### src/rtl/fetch_stage_pkg.sv
// Shared definitions for the instruction-fetch stage: defaults, FSM states,
// buffered-entry layout and address helper.
package fetch_stage_pkg;

  localparam logic [31:0] NOP_INSN_DEF = 32'h0000_0013;
  localparam logic [31:0] RESET_PC_DEF = 32'h0000_0000;

  typedef enum logic [1:0] {
    ISSUE   = 2'd0,
    WAIT    = 2'd1,
    DISCARD = 2'd2
  } fetch_state_t;

  typedef struct packed {
    logic [31:0] insn;
    logic [31:0] pc;
  } fetch_entry_t;

  function automatic logic [31:0] word_align(input logic [31:0] addr);
    return {addr[31:2], 2'b00};
  endfunction

endpackage

### src/rtl/fetch_stage_buffer.sv
// Two-entry out+skid holding register between instruction memory and IF/ID.
// The out entry always carries NOP_INSN while it is empty.
module fetch_buffer
  import fetch_stage_pkg::*;
#(
  parameter logic [31:0] RESET_PC = RESET_PC_DEF,
  parameter logic [31:0] NOP_INSN = NOP_INSN_DEF
) (
  input  logic         clk,
  input  logic         rst,
  input  logic         flush,
  input  logic         hold,
  input  logic         push,
  input  fetch_entry_t push_entry,
  output logic         out_valid,
  output fetch_entry_t out_entry,
  output logic         skid_valid
);

  fetch_entry_t skid_entry;
  logic         consume;

  assign consume = out_valid & ~hold;

  always_ff @(posedge clk or posedge rst) begin
    if (rst) begin
      out_valid  <= 1'b0;
      out_entry  <= '{insn: NOP_INSN, pc: RESET_PC};
      skid_valid <= 1'b0;
      skid_entry <= '{insn: NOP_INSN, pc: RESET_PC};
    end else if (flush) begin
      out_valid      <= 1'b0;
      out_entry.insn <= NOP_INSN;
      skid_valid     <= 1'b0;
    end else if (consume) begin
      if (skid_valid) begin
        out_entry  <= skid_entry;
        skid_valid <= push;
        if (push) skid_entry <= push_entry;
      end else if (push) begin
        out_entry <= push_entry;
      end else begin
        out_valid      <= 1'b0;
        out_entry.insn <= NOP_INSN;
      end
    end else if (push) begin
      // A response arriving while IF/ID is stalled parks behind the out entry.
      if (!out_valid) begin
        out_valid <= 1'b1;
        out_entry <= push_entry;
      end else begin
        skid_valid <= 1'b1;
        skid_entry <= push_entry;
      end
    end
  end

endmodule

### src/rtl/fetch_stage.sv
// Instruction-fetch stage: owns the PC, runs the single-outstanding memory
// handshake, handles redirects and feeds IF/ID through fetch_buffer.
module fetch_stage
  import fetch_stage_pkg::*;
#(
  parameter logic [31:0] RESET_PC = RESET_PC_DEF,
  parameter logic [31:0] NOP_INSN = NOP_INSN_DEF
) (
  input  logic        clk,
  input  logic        reset,
  output logic        imem_req_o,
  output logic [31:0] imem_addr_o,
  input  logic        imem_ready_i,
  input  logic        imem_rvalid_i,
  input  logic [31:0] imem_rdata_i,
  input  logic        stall_i,
  input  logic        branch_taken_i,
  input  logic [31:0] branch_target_i,
  output logic [31:0] instruction_o,
  output logic [31:0] pc_o,
  output logic        valid_o
);

  fetch_state_t state_q, state_d;
  logic [31:0]  pc_q, req_pc_q;
  logic         started_q;
  logic         out_valid, skid_valid;
  fetch_entry_t out_entry;
  logic         accept, push;

  // Request is suppressed on the first cycle after reset and whenever the buffer cannot take a response.
  assign imem_req_o  = (state_q == ISSUE) & started_q & ~branch_taken_i
                     & ~((out_valid & stall_i) | skid_valid);
  assign imem_addr_o = pc_q;
  assign accept      = imem_req_o & imem_ready_i;
  assign push        = (state_q == WAIT) & imem_rvalid_i & ~branch_taken_i;

  always_comb begin
    state_d = state_q;
    case (state_q)
      ISSUE:   if (accept) state_d = WAIT;
      WAIT: begin
        if (imem_rvalid_i)       state_d = ISSUE;
        else if (branch_taken_i) state_d = DISCARD;
      end
      DISCARD: if (imem_rvalid_i) state_d = ISSUE;
      default: state_d = ISSUE;
    endcase
  end

  always_ff @(posedge clk or posedge reset) begin
    if (reset) begin
      state_q   <= ISSUE;
      pc_q      <= RESET_PC;
      req_pc_q  <= RESET_PC;
      started_q <= 1'b0;
    end else begin
      state_q   <= state_d;
      started_q <= 1'b1;
      if (branch_taken_i) begin
        pc_q <= word_align(branch_target_i);
      end else if (accept) begin
        pc_q     <= pc_q + 32'd4;
        req_pc_q <= pc_q;
      end
    end
  end

  fetch_buffer #(
    .RESET_PC(RESET_PC),
    .NOP_INSN(NOP_INSN)
  ) u_buffer (
    .clk        (clk),
    .rst        (reset),
    .flush      (branch_taken_i),
    .hold       (stall_i),
    .push       (push),
    .push_entry ('{insn: imem_rdata_i, pc: req_pc_q}),
    .out_valid  (out_valid),
    .out_entry  (out_entry),
    .skid_valid (skid_valid)
  );

  assign valid_o       = out_valid;
  assign instruction_o = out_entry.insn;
  assign pc_o          = out_entry.pc;

endmodule

### config.mk
export PLATFORM = sky130hd
export DESIGN_NAME = fetch_stage
export DESIGN_NICKNAME = d
export VERILOG_FILES = /design/src/rtl/fetch_stage_pkg.sv /design/src/rtl/fetch_stage_buffer.sv /design/src/rtl/fetch_stage.sv
export SDC_FILE = /design/constraint.sdc
export NUM_CORES = 1
export LEC_CHECK = 0
export ABC_AREA = 1
export CAP_MARGIN = 30
export CELL_PAD_IN_SITES_DETAIL_PLACEMENT = 1
export CELL_PAD_IN_SITES_GLOBAL_PLACEMENT = 1
export CORE_MARGIN = 10
export CORE_UTILIZATION = 35
export DETAILED_ROUTE_END_ITERATION = 10
export PLACE_DENSITY_LB_ADDON = 0.1
export SYNTH_ARGS = -nofsm -noshare
export SYNTH_HDL_FRONTEND = slang
export SYNTH_HIERARCHICAL = 1
export SYNTH_SLANG_ARGS = --single-unit
### constraint.sdc
create_clock -name clk -period 4.7 [get_ports clk]
set_input_delay 1.41 -clock clk [delete_from_list [all_inputs] [get_ports clk]]
set_output_delay 1.41 -clock clk [all_outputs]
set_load 0.01 [all_outputs]
==> results of run 1 <==
==> how the worst min path moves through the flow <==
stage / slack (ns) / to / cells after the start
global placement: 0.45 / u_buffer/skid_entry[48] / 2
floorplan: 0.44 / u_buffer/skid_entry[0] / 2
CTS: 0.48 / u_buffer/skid_entry[30] / 2
finish: 0.47 / u_buffer/skid_entry[22] / 2
detailed placement: 0.46 / u_buffer/out_entry[2] / 2
global route: 0.49 / u_buffer/skid_entry[9] / 2
==> sequential cells by signal (all words and copies together) (netlist names) <==
| signal | count |
|---|---|
| u_buffer/skid_entry | 64 |
| u_buffer/out_valid | 1 |
| state_q | 2 |
| req_pc_q | 30 |
| u_buffer/skid_valid | 1 |
| imem_addr_o | 30 |
| started_q | 1 |
| u_buffer/out_entry | 64 |
==> report_power, final <==
| group | switching [mW] | internal, mW |
|---|---|---|
| clock network | 0.705 | 0.745 |
| registers | 0.122 | 1.76 |
| logic | 0.278 | 0.229 |
==> kinds of logic after synthesis <==
kind of cell / Yosys count
buf+inv: 143
other cells: 2
fa+ha+maj: 1
simple gates: 856
flops: 193
xor+xnor: 5
compound gates: 61
==> routing by layer <==
| layer | track usage [%] | vias up | share of wire [%] |
|---|---|---|---|
| met5 | 0 | - | 0 |
| met4 | 4.16 | 0 | 1.3 |
| met3 | 3.51 | 20 | 4.1 |
| met2 | 29.0 | 146 | 47 |
| met1 | 23.0 | 4111 | 48 |
| li1 | - | 4221 | - |
==> cells in the mapped netlist, drive strengths merged <==
cell / instances
clkbuf: 15
buf: 57
a31oi: 1
nand2: 601
nor4: 1
nor3: 2
nand3b: 8
nor2: 63
xnor2: 1
nand4: 6
a21oi: 7
o211ai: 7
o21a: 1
ha: 1
o21ai: 43
o41ai: 1
dfrtp: 187
nand3: 175
inv: 71
dfstp: 6
xor2: 4
conb: 2
o31ai: 1
==> worst register-to-register path, stage by stage, from the launching register on <==
cell and delay (ns):
dfrtp_2 0.37, buf_4 0.65, o21ai_0 0.33, nor2_4 0.14, buf_4 0.61, nand2_1 0.23, nand2_1 0.11
==> layout make-up <==
type / count / area, um^2
clock buffer: 20 / 467
clock inverter: 12 / 111
fill: 3333 / 14800
inverter: 71 / 270
multi-input combinational: 930 / 4100
sequential: 193 / 4840
tap: 341 / 427
timing repair buffer: 179 / 1820
==> through the flow <==
| step | setup WS [ns] | area (um^2) | power (mW) | cells |
|---|---|---|---|---|
| 3_3_place_gp | 0.439 | 11400 | 2.42 | 1713 |
| 5_1_grt | 0.364 | 12000 | 4.04 | 1746 |
| 2_1_floorplan | 1.50 | 9570 | 2.17 | 1266 |
| 4_1_cts | 0.428 | 12000 | 3.89 | 1746 |
| 6_report | 0.445 | 12000 | 3.84 | 1746 |
| 3_5_place_dp | 0.433 | 11500 | 2.44 | 1714 |
==> placed cells by master (no fill, tap or decap), types with 3 or more instances in the layout <==
master / Yosys / routed
clkdlybuf4s50_1: 0 / 163
clkbuf_16: 0 / 17
dfstp_2: 6 / 6
o211ai_1: 7 / 7
o21ai_0: 29 / 29
a21oi_1: 7 / 7
nand4_1: 5 / 5
nor2_8: 3 / 3
clkinv_4: 0 / 3
buf_12: 0 / 4
nand3_1: 170 / 169
nor2_2: 7 / 6
nand2_1: 593 / 592
inv_8: 0 / 3
inv_2: 6 / 7
inv_6: 0 / 5
nand2_2: 6 / 7
nor2_4: 4 / 7
xor2_1: 4 / 4
nor2_1: 49 / 47
dfrtp_1: 187 / 186
nand3b_1: 8 / 8
conb_1: 2 / 7
o21ai_1: 14 / 14
buf_4: 10 / 11
inv_1: 65 / 63
nand3_2: 3 / 4
clkbuf_8: 0 / 3
==> results.sh, run 1 <==
export IMPL_fp_dieH_um=185
export IMPL_cp_start_kind="input pin"
export IMPL_cts_max_path_buffers=2
export IMPL_cts_htree_levels=4
export IMPL_vias=8498
export IMPL_rows=60
export IMPL_synth_compound_area_share_pct=3.49
export IMPL_synthAdderAreaFrac_pct=0.131
export IMPL_cp_max_fo=4
export IMPL_slew_headroom_pct=43.0
export IMPL_startpoint="stall_i"
export IMPL_setup_tns_ns=0
export IMPL_numClockSinks=193
export IMPL_clk_latency_ns=0.43
export IMPL_grt_pass1_vias=9034
export IMPL_power_density_nw_per_um2=319
export IMPL_rr_worst_depth=6
export IMPL_hp_class="reg2reg"
export IMPL_fin_crit_ns=4.26
export IMPL_p_leak_nw=6.19
export IMPL_root_buffer="clkbuf_16"
export IMPL_grt_max_degree=91
export IMPL_wirelength_mm=29.6
export IMPL_postCtsHoldBufs=0
export IMPL_ios=168
export IMPL_dpl_hpwl_mm=19.8
export IMPL_via_per_inst=4.87
export IMPL_antennaDiodeCount=0
export IMPL_crit_family="buffers and inverters"
export IMPL_final_core_util_pct=44.8
export IMPL_skew_ns=0.0167
export IMPL_cpMaxStageDelayCell="clkdlybuf4s50_1"
export IMPL_r2r_slack_ns=2.20
export IMPL_drtIter0Drc=387
export IMPL_cpPeakStageDelay_ns=0.53
export IMPL_clkTransAtPathRegs_ns=0.06
export IMPL_reg2reg_from="u_buffer/skid_valid"
export IMPL_tritoncts="done"
export IMPL_rsz0062_at_grt="false"
export IMPL_maxCapViolations=0
export IMPL_worst_path_buf_inv=3
export IMPL_start_util_pct=35.5
export IMPL_cpMostUsedCell="clkdlybuf4s50_1"
export IMPL_grt_usage_pct=17.5
export IMPL_cts_resized=0
export IMPL_fp_dieW_um=185
export IMPL_ant_nets=0
export IMPL_criticalPathCategory="in2out"
export IMPL_fmax_mhz=235
export IMPL_cp_cell_sequence="clkdlybuf4s50_1 > a21oi_1 > nand2_1 > inv_1 > clkdlybuf4s50_1"
export IMPL_holdWs_ns=0.472
export IMPL_ys_seq_elements=193
export IMPL_slew_viol_final=0
export IMPL_outcome="complete, no violations"
export IMPL_netlist_instances=1261
export IMPL_syn_area_per_cell_um2=7.57
export IMPL_dr_pass1_iters=6
export IMPL_cp_endpoint="imem_req_o"
export IMPL_min_delay_start="u_buffer/skid_entry[22]"
export IMPL_r2r_end="u_buffer/out_entry[15]"
export IMPL_netlist_area_um2=9550
export IMPL_antenna_found_initial=0
export IMPL_peakVddDrop_uv=180
export IMPL_post_drt_wl_per_cell_um=17.0
export IMPL_worstPathRequired_ns=3.29
export IMPL_cts_setup_buffers=0
export IMPL_worstMarginPinSlew_ns=0.855
export IMPL_cp_arrival_ns=2.85
export IMPL_drc_errors=0
export IMPL_synth_warnings=6
export IMPL_synth_cell_types=36
export IMPL_die_area_um2=34300
export IMPL_synth_top_family_by_area="simple AND/OR/NAND/NOR gates"
export IMPL_port_buffers=163
export IMPL_final_layout_size_suffix_gt1_share_pct=6.76
export IMPL_core_area_um2=26900
export IMPL_nets=1463
export IMPL_synthTopCellsByArea="dfrtp_1 49%, nand2_1 23%, nand3_1 8.9%"
export IMPL_grt_pass1_wl_mm=48.4
export IMPL_cts_inserted_buffers=17
export IMPL_yosys_area_share_simple_pct=38.3
export IMPL_overflow=0
export IMPL_seq_area_frac_synth_pct=50.7
export IMPL_synth_top_area_share_pct=49.0
export IMPL_syn_to_final_growth_pct=26.1
export IMPL_place_congestion=0.861
export IMPL_hold_viol_final=0
export IMPL_period_share_pct=90.5
export IMPL_synthXorXnorAreaFrac_pct=0.459
export IMPL_cp_depth=5
export IMPL_synth_area_mux_share_pct=0
export IMPL_setup_viol=0
export IMPL_synth_area_leader_cell="dfrtp_1"
export IMPL_endpoint_kind="output port"
No activity file was read; power rests on OpenSTA's default activity.
==> inputs of run 2 (changes only) <==
- ABC_AREA: 1 -> not set
- CORE_UTILIZATION: 35 -> 38
==> results.sh, run 2 <==
export IMPL_outcome="complete, no violations"
export IMPL_cts_inserted_buffers=17
export IMPL_dpl_hpwl_mm=17.4
export IMPL_total_power_mw=4.06
export IMPL_antenna_found_initial=0
export IMPL_grt_pass1_wl_mm=39.3
export IMPL_tritoncts="done"
export IMPL_start_util_pct=38.7
export IMPL_drtIter0Drc=310
export IMPL_syn_to_final_growth_pct=28.4
export IMPL_place_congestion=0.784
export IMPL_synth_warnings=6
export IMPL_cts_max_path_buffers=2
export IMPL_synth_area_leader_cell="dfrtp_1"
export IMPL_nets=965
export IMPL_syn_area_per_cell_um2=12.0
export IMPL_overflow=0
export IMPL_fp_dieW_um=172
export IMPL_synth_top_family_by_area="multiplexers"
export IMPL_period_share_pct=96.2
export IMPL_use_met3_pct=4.92
export IMPL_grt_busiest_layer="met2"
export IMPL_min_delay_start="u_buffer/out_entry[36]"
export IMPL_criticalPathCategory="in2out"
export IMPL_hold_viol_final=0
export IMPL_ff_latch_area_um2=4840
export IMPL_setup_viol=0
export IMPL_drc_errors=0
export IMPL_netlist_area_um2=8770
export IMPL_worstMarginPinSlew_ns=0.809
export IMPL_startpoint="stall_i"
export IMPL_fin_crit_ns=4.52
export IMPL_postCtsHoldBufs=0
export IMPL_synth_most_common_cell="dfrtp_1"
export IMPL_skew_ns=0.0129
export IMPL_seq_area_frac_synth_pct=55.2
export IMPL_final_fill_count=2345
export IMPL_rsz0062_at_grt="false"
export IMPL_grt_usage_pct=16.9
export IMPL_via_per_inst=5.30
export IMPL_core_area_um2=22600
export IMPL_grt_pass1_vias=7100
export IMPL_ios=168
export IMPL_globalRouteMet1Util_pct=20.7
export IMPL_cp_start_kind="input pin"
export IMPL_fmax_mhz=221
export IMPL_slew_headroom_pct=46.0
export IMPL_peakVddDrop_uv=265
export IMPL_worstPathRequired_ns=3.29
export IMPL_final_layout_size_suffix_gt1_share_pct=17.9
export IMPL_cts_resized=0
export IMPL_synthTopCellsByCount="187 x dfrtp_1, 122 x nand2_1, 85 x mux2_2"
export IMPL_reg2reg_from="imem_addr_o[2]"
export IMPL_reg_top3="u_buffer/out_entry: 64 flops, u_buffer/skid_entry: 64 flops"
export IMPL_multi_input_area_um2=3620
export IMPL_antennaDiodeCount=0
export IMPL_numClockSinks=193
export IMPL_cts_htree_levels=4
export IMPL_root_buffer="clkbuf_16"
export IMPL_synth_cell_types=58
export IMPL_synth_area_mux_share_pct=19.9
export IMPL_hp_class="reg2reg"
export IMPL_cts_setup_buffers=0
export IMPL_wirelength_mm=24.9
export IMPL_ys_seq_elements=193
export IMPL_rows=55
export IMPL_yosys_area_share_simple_pct=12.1
export IMPL_netlist_instances=731
export IMPL_slew_viol_final=0
export IMPL_p_leak_nw=5.33
export IMPL_use_met2_pct=28.7
export IMPL_maxCapViolations=0
export IMPL_synth_edf_count=0
export IMPL_grt_max_degree=89
export IMPL_ant_nets=0
export IMPL_post_drt_wl_per_cell_um=20.9
export IMPL_cp_arrival_ns=3.11
export IMPL_power_density_nw_per_um2=361
export IMPL_synthAdderAreaFrac_pct=0.143
export IMPL_endpoint_kind="output port"
export IMPL_synth_compound_area_share_pct=8.59
export IMPL_cp_max_fo=3
export IMPL_setup_tns_ns=0
export IMPL_synthXorXnorAreaFrac_pct=0.200
export IMPL_die_area_um2=29500
export IMPL_dr_pass1_iters=4
export IMPL_clk_latency_ns=0.44
export IMPL_clkTransAtPathRegs_ns=0.07
export IMPL_synth_main_ff_cell="dfrtp_1"
export IMPL_final_cell_mix="187 x dfrtp_1, 162 x clkdlybuf4s50_1, 122 x nand2_1"
export IMPL_synthTopCellsByArea="dfrtp_1 53%, mux2_2 11%, mux2_1 5.7%"
export IMPL_postSynth_asyncResetShare_pct=100
export IMPL_fp_dieH_um=172
export IMPL_synth_top_area_share_pct=53.4
export IMPL_vias=6320
export IMPL_port_buffers=163
export IMPL_mostFrequentLayoutCell="dfrtp_1"
==> run 2: cell types whose count changed after synthesis, moves of 7 or more <==
| cell | delta |
|---|---|
| o21ai_1 | -14 |
| inv_1 | -53 |
| buf_2 | -36 |
| nand2_1 | -471 |
| o2bb2ai_1 | +29 |
| mux2i_1 | +29 |
| nor2_1 | -36 |
| mux2_2 | +85 |
| buf_6 | +7 |
| nor2b_1 | +8 |
| mux2_1 | +44 |
| nand3_1 | -150 |
==> run 2: path summary, 6_finish.rpt <==
check                                         end  slack, ns  depth (start not counted)
min                        u_buffer/out_entry[36]       0.48                          2
max in group asynchronous  u_buffer/out_entry[32]       2.29                          3
max                                    imem_req_o       0.18                          4
min reg2reg                u_buffer/out_entry[36]       0.48                          2
max reg2reg                       imem_addr_o[30]       2.15                          6
min in group asynchronous            req_pc_q[21]       1.42                          2
==> run 2: routing by layer <==
layer / routed length, um / vias to the layer above
met1: 10700 / 3252
met2: 12400 / 143
met5: 0 / -
met4: 196 / 0
met3: 1590 / 12
li1: - / 2913
==> run 2: final cells by class <==
class | count | share of cell area, %
well taps | 285 | 3.17
inverters | 13 | 0.467
repair buffers | 185 | 16.0
clock buffers | 18 | 3.90
flip-flops and latches | 193 | 43.0
multi-input cells | 484 | 32.2
clock inverters | 14 | 1.30
==> run 2: cell families after synthesis <==
family | Yosys count
adder cells (fa/ha/maj) | 1
flip-flops | 193
AND/OR/NAND/NOR | 213
AO/OA/AOI/OAI | 103
XOR/XNOR | 2
other | 2
multiplexers | 158
buffers and inverters | 59
==> run 2: worst max-delay path: stages <==
cell             delay [ns]
clkdlybuf4s50_1        0.43
a211o_1                0.32
nor4b_1                0.33
clkdlybuf4s50_1        0.61
==> run 2: where the power goes <==
part	internal [mW]	leakage, nW	switching [mW]	total (mW)
Sequential	1.82	2.56	0.137	1.95
Combinational	0.365	2.49	0.290	0.655
Clock	0.766	0.281	0.686	1.45
Total	2.95	5.33	1.11	4.06
==> run 2: through the flow <==
| stage | setup WS, ns | cell area (um^2) | cells | util (%) | hold WS [ns] |
|---|---|---|---|---|---|
| 2_1_floorplan | 1.00 | 8790 | 736 | - | 0.454 |
| 3_3_place_gp | 0.108 | 10700 | 1159 | 47.1 | 0.453 |
| 3_5_place_dp | 0.137 | 10700 | 1160 | 47.1 | 0.465 |
| 4_1_cts | 0.138 | 11300 | 1192 | 49.7 | 0.477 |
| 5_1_grt | 0.116 | 11300 | 1192 | 49.7 | 0.488 |
| 6_report | 0.178 | 11300 | 1192 | 49.7 | 0.476 |
